--- src/rtl/pipeline_stall_controller_pkg.sv ---
// Shared definitions for the pipeline stall controller.
//   state_e          : controller FSM encoding (RUN / MISS)
//   ctrl_t           : bundle of the seven stage-control outputs
//   CTRL_*           : control patterns for each pipeline situation
//   MISS_TIMEOUT_DEF : default miss-cycle limit before forced release
package pipeline_stall_controller_pkg;

  localparam int REG_W = 5;  // register specifier width
  localparam int TO_W  = 8;  // miss counter / timeout width

  localparam logic [TO_W-1:0] MISS_TIMEOUT_DEF = 8'd255;

  typedef enum logic {
    RUN  = 1'b0,
    MISS = 1'b1
  } state_e;

  typedef struct packed {
    logic pcWrite;
    logic ifidWrite;
    logic idexWrite;
    logic exmemWrite;
    logic ifidFlush;
    logic idexFlush;
    logic memwbBubble;
  } ctrl_t;

  //                                     pc    ifid  idex  exmem ifidF idexF wbBub
  localparam ctrl_t CTRL_RUN     = '{1'b1, 1'b1, 1'b1, 1'b1, 1'b0, 1'b0, 1'b0};
  localparam ctrl_t CTRL_FREEZE  = '{1'b0, 1'b0, 1'b0, 1'b0, 1'b0, 1'b0, 1'b1};
  localparam ctrl_t CTRL_BRANCH  = '{1'b1, 1'b1, 1'b1, 1'b1, 1'b1, 1'b1, 1'b0};
  localparam ctrl_t CTRL_LOADUSE = '{1'b0, 1'b0, 1'b1, 1'b1, 1'b0, 1'b1, 1'b0};
  localparam ctrl_t CTRL_RESET   = '{1'b0, 1'b0, 1'b0, 1'b0, 1'b1, 1'b1, 1'b1};

endpackage

--- src/rtl/pipeline_stall_controller_if.sv ---
// Hazard inputs and stage-control outputs of the stall controller.
//   master : pipeline side (drives hazard info, receives controls)
//   slave  : controller side
// Inputs : hit, memAccessMEM, memReadEX, RTEX, RSID, RTID, branchTaken
// Outputs: pcWrite, ifidWrite, idexWrite, exmemWrite, ifidFlush, idexFlush,
//          memwbBubble, missState, missTimeout, stallCount[CNT_W]
interface pipeline_stall_controller_if
  import pipeline_stall_controller_pkg::*;
#(
  parameter int unsigned CNT_W = 16
);
  logic             hit;
  logic             memAccessMEM;
  logic             memReadEX;
  logic [REG_W-1:0] RTEX;
  logic [REG_W-1:0] RSID;
  logic [REG_W-1:0] RTID;
  logic             branchTaken;

  logic             pcWrite;
  logic             ifidWrite;
  logic             idexWrite;
  logic             exmemWrite;
  logic             ifidFlush;
  logic             idexFlush;
  logic             memwbBubble;
  logic             missState;
  logic             missTimeout;
  logic [CNT_W-1:0] stallCount;

  modport master (
    output hit, memAccessMEM, memReadEX, RTEX, RSID, RTID, branchTaken,
    input  pcWrite, ifidWrite, idexWrite, exmemWrite,
           ifidFlush, idexFlush, memwbBubble, missState, missTimeout, stallCount
  );

  modport slave (
    input  hit, memAccessMEM, memReadEX, RTEX, RSID, RTID, branchTaken,
    output pcWrite, ifidWrite, idexWrite, exmemWrite,
           ifidFlush, idexFlush, memwbBubble, missState, missTimeout, stallCount
  );
endinterface

--- src/rtl/pipeline_stall_controller_load_use_detector.sv ---
// Load-use hazard detector: a load in EX whose destination feeds either
// source register of the instruction in ID. r0 never creates a hazard.
//   memReadEX_i : ID/EX memRead
//   RTEX_i      : ID/EX RT (load destination)
//   RSID_i/RTID_i : IF/ID sources
//   loadUse_o   : hazard present (combinational)
module load_use_detector
  import pipeline_stall_controller_pkg::*;
(
  input  logic             memReadEX_i,
  input  logic [REG_W-1:0] RTEX_i,
  input  logic [REG_W-1:0] RSID_i,
  input  logic [REG_W-1:0] RTID_i,
  output logic             loadUse_o
);
  assign loadUse_o = memReadEX_i && (RTEX_i != '0) &&
                     ((RTEX_i == RSID_i) || (RTEX_i == RTID_i));
endmodule

--- src/rtl/pipeline_stall_controller.sv ---
// Pipeline stall controller. Freezes the whole pipe on a D-cache miss
// (with a timeout escape), flushes IF/ID and ID/EX on a taken branch and
// inserts a single bubble on a load-use hazard. Priority: miss > branch >
// load-use. State is registered; stage controls are combinational.
//   clock, resetN : clock and async active-low reset
//   bus           : slave side of pipeline_stall_controller_if
module pipeline_stall_controller
  import pipeline_stall_controller_pkg::*;
#(
  parameter logic [TO_W-1:0] MISS_TIMEOUT = MISS_TIMEOUT_DEF,
  parameter int unsigned     CNT_W        = 16
)(
  input logic                        clock,
  input logic                        resetN,
  pipeline_stall_controller_if.slave bus
);

  state_e          state_q, state_d;
  logic [TO_W-1:0] missCnt_q, missCnt_d;
  logic            missTimeout_q, missTimeout_d;
  logic [CNT_W-1:0] stallCount_q;
  logic            miss;
  logic            loadUse;
  ctrl_t           ctrl;

  assign miss = bus.memAccessMEM & ~bus.hit;

  load_use_detector u_lud (
    .memReadEX_i (bus.memReadEX),
    .RTEX_i      (bus.RTEX),
    .RSID_i      (bus.RSID),
    .RTID_i      (bus.RTID),
    .loadUse_o   (loadUse)
  );

  always_comb begin
    ctrl          = CTRL_RUN;
    state_d       = state_q;
    missCnt_d     = missCnt_q;
    missTimeout_d = missTimeout_q;
    unique case (state_q)
      RUN: begin
        if (miss) begin
          ctrl      = CTRL_FREEZE;
          state_d   = MISS;
          missCnt_d = TO_W'(1);
        end else if (bus.branchTaken) begin
          ctrl = CTRL_BRANCH;
        end else if (loadUse) begin
          ctrl = CTRL_LOADUSE;
        end
      end
      MISS: begin
        // Branch / load-use stay latched in the frozen stages and are
        // serviced once we are back in RUN.
        ctrl = CTRL_FREEZE;
        if (bus.hit) begin
          state_d = RUN;
        end else if (missCnt_q == MISS_TIMEOUT) begin
          state_d       = RUN;
          missTimeout_d = 1'b1;
        end else begin
          missCnt_d = missCnt_q + 1'b1;
        end
      end
    endcase
    // Hold the pipe in a safe bubbled state while reset is asserted.
    if (!resetN) ctrl = CTRL_RESET;
  end

  always_ff @(posedge clock or negedge resetN) begin
    if (!resetN) begin
      state_q       <= RUN;
      missCnt_q     <= '0;
      missTimeout_q <= 1'b0;
      stallCount_q  <= '0;
    end else begin
      state_q       <= state_d;
      missCnt_q     <= missCnt_d;
      missTimeout_q <= missTimeout_d;
      if (!ctrl.pcWrite && (stallCount_q != '1))
        stallCount_q <= stallCount_q + 1'b1;
    end
  end

  assign bus.pcWrite     = ctrl.pcWrite;
  assign bus.ifidWrite   = ctrl.ifidWrite;
  assign bus.idexWrite   = ctrl.idexWrite;
  assign bus.exmemWrite  = ctrl.exmemWrite;
  assign bus.ifidFlush   = ctrl.ifidFlush;
  assign bus.idexFlush   = ctrl.idexFlush;
  assign bus.memwbBubble = ctrl.memwbBubble;
  assign bus.missState   = (state_q == MISS);
  assign bus.missTimeout = missTimeout_q;
  assign bus.stallCount  = stallCount_q;

endmodule
--- src/flat_wrapper.sv ---
// flat-port wrapper written by rule: the top's interface ports become plain ports
module pipeline_stall_controller_flat import pipeline_stall_controller_pkg::*;
#(
  parameter logic [TO_W-1:0] MISS_TIMEOUT = MISS_TIMEOUT_DEF,
  parameter int unsigned     CNT_W        = 16
)
  (clock, resetN, bus_hit, bus_memAccessMEM, bus_memReadEX, bus_RTEX, bus_RSID, bus_RTID, bus_branchTaken, bus_pcWrite, bus_ifidWrite, bus_idexWrite, bus_exmemWrite, bus_ifidFlush, bus_idexFlush, bus_memwbBubble, bus_missState, bus_missTimeout, bus_stallCount);
  pipeline_stall_controller_if #(.CNT_W(CNT_W)) bus_i ();
  input logic clock;
  input logic resetN;
  input wire logic [$bits(bus_i.hit)-1:0] bus_hit;
  input wire logic [$bits(bus_i.memAccessMEM)-1:0] bus_memAccessMEM;
  input wire logic [$bits(bus_i.memReadEX)-1:0] bus_memReadEX;
  input wire logic [$bits(bus_i.RTEX)-1:0] bus_RTEX;
  input wire logic [$bits(bus_i.RSID)-1:0] bus_RSID;
  input wire logic [$bits(bus_i.RTID)-1:0] bus_RTID;
  input wire logic [$bits(bus_i.branchTaken)-1:0] bus_branchTaken;
  output wire logic [$bits(bus_i.pcWrite)-1:0] bus_pcWrite;
  output wire logic [$bits(bus_i.ifidWrite)-1:0] bus_ifidWrite;
  output wire logic [$bits(bus_i.idexWrite)-1:0] bus_idexWrite;
  output wire logic [$bits(bus_i.exmemWrite)-1:0] bus_exmemWrite;
  output wire logic [$bits(bus_i.ifidFlush)-1:0] bus_ifidFlush;
  output wire logic [$bits(bus_i.idexFlush)-1:0] bus_idexFlush;
  output wire logic [$bits(bus_i.memwbBubble)-1:0] bus_memwbBubble;
  output wire logic [$bits(bus_i.missState)-1:0] bus_missState;
  output wire logic [$bits(bus_i.missTimeout)-1:0] bus_missTimeout;
  output wire logic [$bits(bus_i.stallCount)-1:0] bus_stallCount;
  assign bus_i.hit = bus_hit;
  assign bus_i.memAccessMEM = bus_memAccessMEM;
  assign bus_i.memReadEX = bus_memReadEX;
  assign bus_i.RTEX = bus_RTEX;
  assign bus_i.RSID = bus_RSID;
  assign bus_i.RTID = bus_RTID;
  assign bus_i.branchTaken = bus_branchTaken;
  assign bus_pcWrite = bus_i.pcWrite;
  assign bus_ifidWrite = bus_i.ifidWrite;
  assign bus_idexWrite = bus_i.idexWrite;
  assign bus_exmemWrite = bus_i.exmemWrite;
  assign bus_ifidFlush = bus_i.ifidFlush;
  assign bus_idexFlush = bus_i.idexFlush;
  assign bus_memwbBubble = bus_i.memwbBubble;
  assign bus_missState = bus_i.missState;
  assign bus_missTimeout = bus_i.missTimeout;
  assign bus_stallCount = bus_i.stallCount;
  pipeline_stall_controller #(.MISS_TIMEOUT(MISS_TIMEOUT), .CNT_W(CNT_W)) u_core (.clock(clock), .resetN(resetN), .bus(bus_i));
endmodule
--- config.mk ---
export PLATFORM = sky130hd
export DESIGN_NAME = pipeline_stall_controller_flat
export DESIGN_NICKNAME = d
export VERILOG_FILES = /design/src/rtl/pipeline_stall_controller_pkg.sv /design/src/rtl/pipeline_stall_controller_if.sv /design/src/rtl/pipeline_stall_controller_load_use_detector.sv /design/src/rtl/pipeline_stall_controller.sv /design/src/flat_wrapper.sv
export SDC_FILE = /design/constraint.sdc
export NUM_CORES = 1
export LEC_CHECK = 0
export CORE_ASPECT_RATIO = 0.5
export CORE_MARGIN = 2
export CORE_UTILIZATION = 25
export CTS_BUF_LIST = sky130_fd_sc_hd__clkbuf_16
export DETAILED_ROUTE_END_ITERATION = 6
export PLACE_DENSITY = 0.52
export RECOVER_POWER = 25
export SLEW_MARGIN = 25
export SYNTH_ARGS = -nofsm -noshare
export SYNTH_HDL_FRONTEND = slang
export SYNTH_SLANG_ARGS = --single-unit
--- constraint.sdc ---
create_clock -name clock -period 2.9 [get_ports clock]
set_clock_uncertainty 0.2 [all_clocks]
set_input_delay 0.435 -clock clock [delete_from_list [all_inputs] [get_ports clock]]
set_output_delay 0.435 -clock clock [all_outputs]
set_load 0.01 [all_outputs]
==> results.md <==
* Largest net degree at the start of global routing at 15
* Crit path DAT at 2120 ps
* Crit end category: output port
* Least-Margin Pin Slew at 734 ps
* CTS root buf: clkbuf_16
* Power, Total at 1.40 mW
* Period utilization at 95.0%
* Fraction of layout cells with a size suffix above 1 at 10.6%
* Seq/Total Area, Yosys at 45.9%
* Nets at 223
* Mapped Cells at 142
* M1 wire length at 1.52 mm
* Starting density of the core at 25.9%
* TritonCTS Buffers at 3
* Non-Filler Instances at 272
* Clock insertion delay at the later pin of the skew report at 260 ps
* Final core utilization at 38.2%
* Metal3 WL at around 61 um
* Setup TNS at 0 ps
* First-pass GRT wire length at approximately 5.4 mm
* Crit path max-delay cell type: or4_1
* Total of max-cap violations at 0
* Ys flop type: dfrtp_1
* Setup Viol. Count Final at 0
* DR vias at 1182
* Syn_nets at 165
* Synth area leaders: dfrtp_1 (46%), xnor2_1 (9.9%), xor2_1 (8.0%)
* CTS Buffer Depth at 2
* WL/cell at about 12 um
* Area Growth Syn to Fin at 47.4%
* Total track usage at a little over a tenth
* Yosys top cell area share at 45.9%
* Die Wd at roughly 110 um
* Setup CP Type: input port to output port
* DRT Pass-1 Iters at 4
* DRC viols at 0
* Post-Syn Area at ~1400 um2
* PD cells at 668 nW/um2
* DIE HEIGHT at roughly 57 um
* CTS tree: built
* Top Layer Used: met4
* Final Max Slew Viols at 0
* Initial antenna violation count at 0
* Placed insts at 267
* Yosys Warn Count at 0
* GR Overflow Total at 0
* Final WL at around 3.2 mm
* Outcome: finished clean
* RD Place Congestion at 0.789
* Max Fclk at 363 MHz
* Vias in the first global route at 1186
* Post-synth ARST share at between 90% and 100%
* Via density at approximately 4.3
* Cells along the critical path: clkdlybuf4s50_1 -> or4_1 -> o21ai_2 -> nor2b_2 -> a21oi_1 -> dlygate4sd2_1
* VDD IR max at around 0.23 mV
* Placed cell area at 2000 um2
* Crit-path max cell delay at 570 ps
* CP Data Required Time at around 2300 ps
* Routed Antenna Nets at 0
* Final instance area at 2090 um2
* Die Area at 6330 um2
* Htree depth at 1
* Number of inserted diodes at 0
* Reg clk slew, reported paths at 70 ps
* Met2 WL at between 1.5 and 2 mm
* Clock Sink Count at 26
* Relative slew slack at 51.1%
* Unrepaired setup endpoints after global routing: false
* Count leader, synth: dfrtp_1
* Hpwl dp at ~2.6 mm
* Core area at between 5000 and 6000 um2
* CP max FO at 2
* Pleak at roughly 0.85 nW
* Top post-synthesis cells by count: dfrtp_1 (26), xnor2_1 (16), nor2_1 (14)
* Minimum clock period after layout at 2750 ps
* Critical Path Start Type: input port
* Synth area leader: dfrtp_1
* Flops & latches, synth at 26
* EDFF count, synth at 0
* Synth Area per Inst at 9.99 um2
* Std cell rows at 19
* PortBufs at 45
* Boundary pin count at 46
* Final Hold Vio Count at 0
* Hold Crit Class: register to register
* Detailed router's first-iteration violation count at 20
* Yosys cell types at 32
where the power goes:
part	internal (mW)	switching, mW
Combinational	0.292	0.210
Sequential	0.461	0.121
Clock	0.185	0.127
Total	0.938	0.458
per-stage QoR:
step / setup slack [ps] / hold slack, ps
3_5_place_dp: -126 / 265
2_1_floorplan: 651 / -60.6
5_1_grt: 83.8 / 299
3_3_place_gp: -94.9 / 257
4_1_cts: 150 / 277
6_report: 146 / 264
layout make-up:
class,instances,area (um2)
well taps,73,91.3
clock buffers,3,75.1
inverters,4,15.0
clock inverters,1,3.75
repair buffers,57,529
multi-input cells,108,726
fillers,552,3380
flip-flops and latches,26,651
path summary, 6_finish.rpt:
kind | startpoint | endpoint | slack [ps] | cells past startpoint
worst min-delay path | u_core.bus.missTimeout | u_core.bus.missTimeout | 260 | 1
min in group asynchronous | resetN | u_core.bus.stallCount[15] | 680 | 2
worst max register to register | u_core.bus.stallCount[4] | u_core.bus.stallCount[9] | 650 | 7
max in group asynchronous | resetN | u_core.bus.stallCount[4] | 1330 | 2
worst max-delay path | bus_RTEX[0] | bus_pcWrite | 150 | 6
worst min register to register | u_core.bus.missTimeout | u_core.bus.missTimeout | 260 | 1
cell families after synthesis:
group                      count (synthesis)  synth area share, %
adders and majority gates                  2                 1.76
and+or+nand+nor                           64                 23.1
buffers and inverters                      8                 3.88
xor gates and xnor gates                  30                 19.0
DFF                                       26                 45.9
AOI/OAI and AO/OA                         11                 5.56
muxes                                      1                0.794
critical path, delay by kind of cell:
kind            cells  cell delay [ps]
buf+inv             2              710
simple gates        2              630
compound gates      2              350
cell usage in the layout, fill, tap and decap left out, drive strengths merged, types with 3 or more instances in the layout:
cell type and instances:
clkdlybuf4s50 41, dfrtp 26, xnor2 17, nor2 16, xor2 13, nand2 11
buf 10, nand3 8, nor3 7, nand4 6, clkbuf 5, inv 4
nor2b 4, a21oi 4, nor4 3, dlygate4sd2 3
what timing repair did:
item / in CTS / in global routing
endpoints found under the hold margin: 0 / 0
hold buffers: 0 / 0
buffers inserted: 1 / 0
setup endpoints to repair: 3 / 0
resized for setup: 6 / 0
sequential cells by signal, summed over array words and instances (netlist names):
name,count
u_core.bus.missState,1
u_core.bus.missTimeout,1
u_core.bus.stallCount,16
u_core.missCnt_q,8
layer usage:
| metal | track usage [%] | up-vias |
|---|---|---|
| met5 | 0 | - |
| met2 | 18.1 | 7 |
| li1 | - | 598 |
| met1 | 13.7 | 573 |
| met4 | 3.21 | 0 |
| met3 | 2.23 | 4 |
Note: power is estimated with default switching activity, not from simulation.
